$ cat src/rtl/rv32_lsu_pkg.sv
// Shared types and constants for the RV32 load/store unit.
// Latency: n/a (package). Backpressure: n/a.
// Holds the FSM state enum, funct3 size/sign encodings, the default bus
// timeout and small helpers for access legality and byte-lane masks.
package rv32_lsu_pkg;

    typedef enum logic [1:0] {
        ST_IDLE = 2'd0,
        ST_REQ  = 2'd1,
        ST_WAIT = 2'd2,
        ST_DONE = 2'd3
    } lsu_state_t;

    localparam int TIMEOUT_CYC_DEF = 255;

    // funct3 encodings shared by loads and stores (BU/HU are load-only)
    localparam logic [2:0] F3_B  = 3'b000;
    localparam logic [2:0] F3_H  = 3'b001;
    localparam logic [2:0] F3_W  = 3'b010;
    localparam logic [2:0] F3_BU = 3'b100;
    localparam logic [2:0] F3_HU = 3'b101;

    // Legal encoding for the access kind and natural alignment for its size.
    function automatic logic access_ok(input logic is_store, input logic [2:0] f3,
                                       input logic [1:0] a);
        logic legal;
        logic aligned;
        if (is_store) legal = (f3 == F3_B) || (f3 == F3_H) || (f3 == F3_W);
        else          legal = (f3 == F3_B) || (f3 == F3_H) || (f3 == F3_W) ||
                              (f3 == F3_BU) || (f3 == F3_HU);
        case (f3[1:0])
            2'b00:   aligned = 1'b1;
            2'b01:   aligned = ~a[0];
            default: aligned = (a == 2'b00);
        endcase
        return legal && aligned;
    endfunction

    // Byte-lane enables for an access of the given size at the given offset.
    function automatic logic [3:0] lane_mask(input logic [1:0] size, input logic [1:0] a);
        case (size)
            2'b00:   return 4'b0001 << a;
            2'b01:   return 4'b0011 << a;
            default: return 4'b1111;
        endcase
    endfunction

endpackage

$ cat src/rtl/rv32_load_align.sv
// Extracts the addressed byte/half from a bus word and sign/zero extends it.
// Latency: combinational. Backpressure: none.
// Ports: funct3 (size/sign), addr_lo (byte offset), rdata (bus word) -> data.
module rv32_load_align
    import rv32_lsu_pkg::*;
(
    input  logic [2:0]  funct3,
    input  logic [1:0]  addr_lo,
    input  logic [31:0] rdata,
    output logic [31:0] data
);

    logic [7:0]  byte_sel;
    logic [15:0] half_sel;

    always_comb begin
        case (addr_lo)
            2'd0:    byte_sel = rdata[7:0];
            2'd1:    byte_sel = rdata[15:8];
            2'd2:    byte_sel = rdata[23:16];
            default: byte_sel = rdata[31:24];
        endcase
        half_sel = addr_lo[1] ? rdata[31:16] : rdata[15:0];

        case (funct3)
            F3_B:    data = {{24{byte_sel[7]}}, byte_sel};
            F3_BU:   data = {24'd0, byte_sel};
            F3_H:    data = {{16{half_sel[15]}}, half_sel};
            F3_HU:   data = {16'd0, half_sel};
            default: data = rdata;
        endcase
    end

endmodule

$ cat src/rtl/rv32_mem_lsu.sv
// RV32 MEM-stage load/store unit: one outstanding access on a req/gnt/rvalid bus.
// Latency: load = accept + REQ(>=1) + WAIT(>=1) + DONE; store = accept + REQ(>=1) + DONE.
// Backpressure: stall_out freezes IF..EX/MEM from accept until DONE; bus waits bounded by TIMEOUT_CYC.
// Ports: mem_rd_in/mem_wr_in/funct3_in/addr_in/wdata_in from EX/MEM; stall_out to the
// pipeline; ld_data_out/ld_valid_out to MEM/WB; err_*_out one-cycle error pulses;
// dmem_* word-addressed data bus with byte lanes.
module rv32_mem_lsu
    import rv32_lsu_pkg::*;
#(
    parameter int TIMEOUT_CYC = TIMEOUT_CYC_DEF
) (
    input  logic        clk,
    input  logic        rst,
    input  logic        mem_rd_in,
    input  logic        mem_wr_in,
    input  logic [2:0]  funct3_in,
    input  logic [31:0] addr_in,
    input  logic [31:0] wdata_in,
    output logic        stall_out,
    output logic [31:0] ld_data_out,
    output logic        ld_valid_out,
    output logic        err_misalign_out,
    output logic        err_timeout_out,
    output logic        dmem_req,
    output logic        dmem_we,
    output logic [31:0] dmem_addr,
    output logic [3:0]  dmem_be,
    output logic [31:0] dmem_wdata,
    input  logic        dmem_gnt,
    input  logic        dmem_rvalid,
    input  logic [31:0] dmem_rdata
);

    localparam int CW = $clog2(TIMEOUT_CYC + 1);

    lsu_state_t    state, state_nxt;
    logic [31:0]   addr_q, wdata_q;
    logic [2:0]    f3_q;
    logic          we_q;
    logic          ld_ok_q;     // last DONE came from a completed load
    logic [CW-1:0] cnt_q;
    logic          accept, ld_cap, timeout, cnt_last;
    logic [31:0]   ld_aligned;

    assign cnt_last = (cnt_q >= CW'(TIMEOUT_CYC - 1));

    rv32_load_align u_align (
        .funct3  (f3_q),
        .addr_lo (addr_q[1:0]),
        .rdata   (dmem_rdata),
        .data    (ld_aligned)
    );

    always_comb begin
        state_nxt        = state;
        accept           = 1'b0;
        ld_cap           = 1'b0;
        timeout          = 1'b0;
        err_misalign_out = 1'b0;
        case (state)
            ST_IDLE: begin
                if (mem_rd_in || mem_wr_in) begin
                    // rd+wr together is handled as a store
                    if (access_ok(mem_wr_in, funct3_in, addr_in[1:0])) begin
                        accept    = 1'b1;
                        state_nxt = ST_REQ;
                    end else begin
                        err_misalign_out = 1'b1;
                    end
                end
            end
            ST_REQ: begin
                // A completing store grant wins over the timeout; a load grant
                // on the last cycle cannot complete in time, so it is aborted.
                if (dmem_gnt && we_q) begin
                    state_nxt = ST_DONE;
                end else if (cnt_last) begin
                    timeout   = 1'b1;
                    state_nxt = ST_DONE;
                end else if (dmem_gnt) begin
                    state_nxt = ST_WAIT;
                end
            end
            ST_WAIT: begin
                if (dmem_rvalid) begin
                    ld_cap    = 1'b1;
                    state_nxt = ST_DONE;
                end else if (cnt_last) begin
                    timeout   = 1'b1;
                    state_nxt = ST_DONE;
                end
            end
            default: state_nxt = ST_IDLE;
        endcase
    end

    always_comb begin
        stall_out       = accept || (state == ST_REQ) || (state == ST_WAIT);
        err_timeout_out = timeout;
        ld_valid_out    = (state == ST_DONE) && ld_ok_q;
        dmem_req        = 1'b0;
        dmem_we         = 1'b0;
        dmem_addr       = 32'd0;
        dmem_be         = 4'd0;
        dmem_wdata      = 32'd0;
        if (state == ST_REQ) begin
            dmem_req  = 1'b1;
            dmem_we   = we_q;
            dmem_addr = {addr_q[31:2], 2'b00};
            dmem_be   = lane_mask(f3_q[1:0], addr_q[1:0]);
            if (we_q) begin
                case (f3_q[1:0])
                    2'b00:   dmem_wdata = {4{wdata_q[7:0]}};
                    2'b01:   dmem_wdata = {2{wdata_q[15:0]}};
                    default: dmem_wdata = wdata_q;
                endcase
            end
        end
    end

    always_ff @(posedge clk) begin
        if (rst) begin
            state       <= ST_IDLE;
            cnt_q       <= '0;
            addr_q      <= 32'd0;
            wdata_q     <= 32'd0;
            f3_q        <= 3'd0;
            we_q        <= 1'b0;
            ld_ok_q     <= 1'b0;
            ld_data_out <= 32'd0;
        end else begin
            state <= state_nxt;
            if (accept) begin
                addr_q  <= addr_in;
                wdata_q <= wdata_in;
                f3_q    <= funct3_in;
                we_q    <= mem_wr_in;
                ld_ok_q <= 1'b0;
                cnt_q   <= '0;
            end else if ((state == ST_REQ) || (state == ST_WAIT)) begin
                cnt_q <= cnt_q + CW'(1);
            end
            if (ld_cap) begin
                ld_data_out <= ld_aligned;
                ld_ok_q     <= 1'b1;
            end
            if (timeout) begin
                ld_data_out <= 32'd0;
            end
        end
    end

endmodule

$ cat config.mk
export PLATFORM = sky130hd
export DESIGN_NAME = rv32_mem_lsu
export DESIGN_NICKNAME = d
export VERILOG_FILES = /design/src/rtl/rv32_lsu_pkg.sv /design/src/rtl/rv32_load_align.sv /design/src/rtl/rv32_mem_lsu.sv
export SDC_FILE = /design/constraint.sdc
export NUM_CORES = 1
export LEC_CHECK = 0
export ABC_AREA = 1
export CORE_AREA = 5 5 119 121
export DETAILED_ROUTE_END_ITERATION = 8
export DIE_AREA = 0 0 124 126
export GPL_ROUTABILITY_DRIVEN = 0
export PLACE_DENSITY = 0.86
export SYNTH_ARGS = -nofsm -noshare
export SYNTH_HDL_FRONTEND = slang
export SYNTH_SLANG_ARGS = --single-unit
$ cat constraint.sdc
create_clock -name clk -period 3.7 [get_ports clk]
set_input_delay 0.74 -clock clk [delete_from_list [all_inputs] [get_ports clk]]
set_output_delay 0.74 -clock clk [all_outputs]
set_load 0.005 [all_outputs]
==> flow_summary.toml <==
[placed_design]
detailed_place_hpwl_microns = 13750
portBuffers = 208
pre_cts_slack_ps = 644.7
placed_area_sq_um = 7781

[yosys]
syn_area_sq_um = 5712
synth_seq_cells = 111
ys_seq_area_frac = 0.3890
synth_top_area_share = 0.3890
yosys-top-cells-area = "dfxtp_1 39%, nand2_1 14%, a21oi_1 8.2%"
synth.distinct_cells = 38
synth_cells = 853
yosys.area.top_type = "dfxtp_1"
yosysWarningCount = 0
synth.avg_cell_area_sq_um = 6.696

[run]
maxCapViolations = 0

[sta]
timing.final.hold_violations = 0
setup_violations = 0
tns_ps = 0
worst_slew_pin_slew_ps = 820.6
fin_crit_sh = 0.9183
timing.hold.ws_ps = 465.2
finalClockSkew_ps = 8.373
rsz0062_at_grt = "no"
fin_crit_ps = 3398
fmax_mhz = 294.3
drv_slew = 0
setup_slack_ps = 302.3
max_slew_margin = 0.4529

[global_route]
grt_pass1_wl_microns = 29690
grt-busiest-layer = "met2"
global_route.usage.met1 = 0.3053
use_met3 = 0.07354
grt_pass1_vias = 5783
grtUsageMet2 = 0.3777
grt.overflow.total = 0
grt_max_degree = 85
grt_use_total = 0.2396
antenna_found_initial = 0

[cells_and_area]
fillers = 1198
syn_to_final_growth_pct = 41.58
seq_area_sq_um = 2222
multi_input_area_sq_um = 2843
final_area_sq_um = 8087
antennaDiodeCount = 0
drive_gt1_frac = 0.05631
finalCoreUtilization = 0.6230
nets = 1137

[power]
clkPwrFrac = 0.252
ir_worst_vdd_mv = 0.2445
switching_share = 0.3772
p_per_area_nw_per_um2 = 497.0
power.internal_mw = 2.503
p_leak_nw = 3.364
p_seq_frac = 0.371
power_frac_comb = 0.378
p_sw_mw = 1.516

[hold_path]
hp-class = "reg -> reg"

[worst_setup_path]
path_max_fanout = 14
arrival_ps = 2660
path_common_cell = "inv_1"
reg2reg_setup_slack_ps = 1490
start_kind = "flop"
cp_slowest_cell = "clkdlybuf4s50_1"
crit_path_max_incr_delay_ps = 520
crit_chain = "inv_1 > ha_1 > nand2_1 > inv_1 > o21ai_0 > nor2_1 > clkdlybuf4s50_1"
crit_type = "reg -> out"
startpoint = "state[1]"
r2r_cells = 8
required_ps = 2960
worstReg2RegEnd = "cnt_q[2]"
reg2reg_from = "state[0]"
end_kind = "output port"
crit_path_end = "dmem_wdata[26]"

[route]
routed_wl_microns = 19250
drc_errors = 0
post_drt_wl_per_cell_microns = 15.96
drtIter0Drc = 601
dr.pass1.iters = 7
ant_nets = 0
via_per_inst = 5.167
vias = 6232

[floorplan]
die_h_microns = 126
core-area_sq_um = 12980
dieArea_sq_um = 15620
rows = 42
start_util = 0.4400
ios = 211
die_w_microns = 124

[cts]
clk_latency_ps = 360
cts_tree = "done"
postCtsResizedCells = 0
cts_sinks = 111
cts_made_buffers = 9
post_cts_buffers = 0
postCtsHoldBufs = 0
clockRootBuffer = "clkbuf_16"
path_clk_slew_ps = 80
htreeDepth = 3
clockBufferDepth = 2

[outcome]
status = "finished clean"
cell usage after synthesis:
master and number:
nor2_1 105, clkinv_8 1, o21ai_0 44, nand2_1 209
xor2_1 2, a211oi_1 3, o21ai_1 2, nand2_4 2
nor2_2 2, buf_2 21, o211ai_1 6, o21ai_2 10
ha_1 7, nand3_1 66, nor3_2 1, nand3b_1 2
nand4_1 10, a21oi_2 2, nor3_1 6, or2_0 1
nand2_2 5, o221ai_1 3, buf_4 15, inv_2 2
xnor2_1 2, a21oi_1 94, nor3b_1 2, o22ai_1 5
or2_2 1, nand3_4 1, clkbuf_1 18, conb_1 1
inv_1 86, buf_6 1, nand3_2 2, buf_12 1
dfxtp_1 111, nor2_4 1
worst min path at each step:
stage | startpoint | endpoint | slack [ps] | cells after the start
CTS | addr_q[25] | addr_q[25] | 470 | 2
finish | addr_q[25] | addr_q[25] | 470 | 2
global placement | addr_q[14] | addr_q[14] | 450 | 2
floorplan | wdata_q[18] | wdata_q[18] | 440 | 2
global route | addr_q[8] | addr_q[8] | 480 | 2
detailed placement | wdata_q[21] | wdata_q[21] | 450 | 2
cells by family after synthesis:
logic type | share of synthesized area
other | 0.0006565
AND/OR/NAND/NOR | 0.3097
XOR/XNOR | 0.006135
flip-flops | 0.3890
buffers and inverters | 0.1161
adder cells (fa/ha/maj) | 0.01533
AO/OA/AOI/OAI | 0.1630
layout by cell type (no fill, tap or decap), types with 2 or more instances in the layout:
cell	instances
nand2_1	207
clkdlybuf4s50_1	207
dfxtp_1	111
nor2_1	104
a21oi_1	94
inv_1	86
nand3_1	66
o21ai_0	44
nand4_1	10
o21ai_2	10
clkbuf_16	9
nand2_2	7
ha_1	7
buf_4	7
nor3_1	6
o211ai_1	6
o22ai_1	5
o221ai_1	3
a211oi_1	3
nor3b_1	2
nor2_4	2
inv_2	2
nand2_4	2
nand3b_1	2
xor2_1	2
xnor2_1	2
nand3_2	2
nor2_2	2
o21ai_1	2
a21oi_2	2
conb_1	2
clkinv_4	2
critical path, delay by kind of cell (launching register included):
| kind | cells | cell delay (ps) |
|---|---|---|
| flops | 1 | 350 |
| compound gates | 1 | 240 |
| fa+ha+maj | 1 | 180 |
| simple gates | 2 | 440 |
| buf+inv | 3 | 1090 |
area by class of cell:
cell class              count  area share
clock inverters             7    0.009903
flip-flops and latches    111      0.2748
well taps                 176     0.02723
inverters                  89     0.04286
multi-input cells         598      0.3515
repair buffers            216      0.2658
clock buffers               9     0.02785
layer usage:
| layer | up-vias | share of wire |
|---|---|---|
| met5 | - | 0 |
| met3 | 33 | 0.11 |
| met2 | 314 | 0.46 |
| met4 | 0 | 0.026 |
| li1 | 3067 | - |
| met1 | 2818 | 0.41 |
state kept, by name (all words and copies together), names as in the netlist:
name / flops
addr_q: 32
cnt_q: 8
f3_q: 3
ld_data_out: 32
ld_ok_q: 1
state: 2
wdata_q: 32
we_q: 1
power by group through the flow:
stage	logic, mW	clock network (mW)	registers (mW)
after detailed placement	1.50	0	1.51
after global placement	1.48	0	1.51
after CTS	1.51	1.03	1.49
after global routing	1.67	1.08	1.51
after floorplan	0.979	0	1.48
final	1.52	1.01	1.49
metrics by stage:
step / cells / total power [mW]
finish: 1206 / 4.019
global route: 1206 / 4.260
CTS: 1206 / 4.030
detailed placement: 1190 / 3.015
global placement: 1190 / 2.985
floorplan: 854 / 2.464
Power figures use the tool's default switching activity.
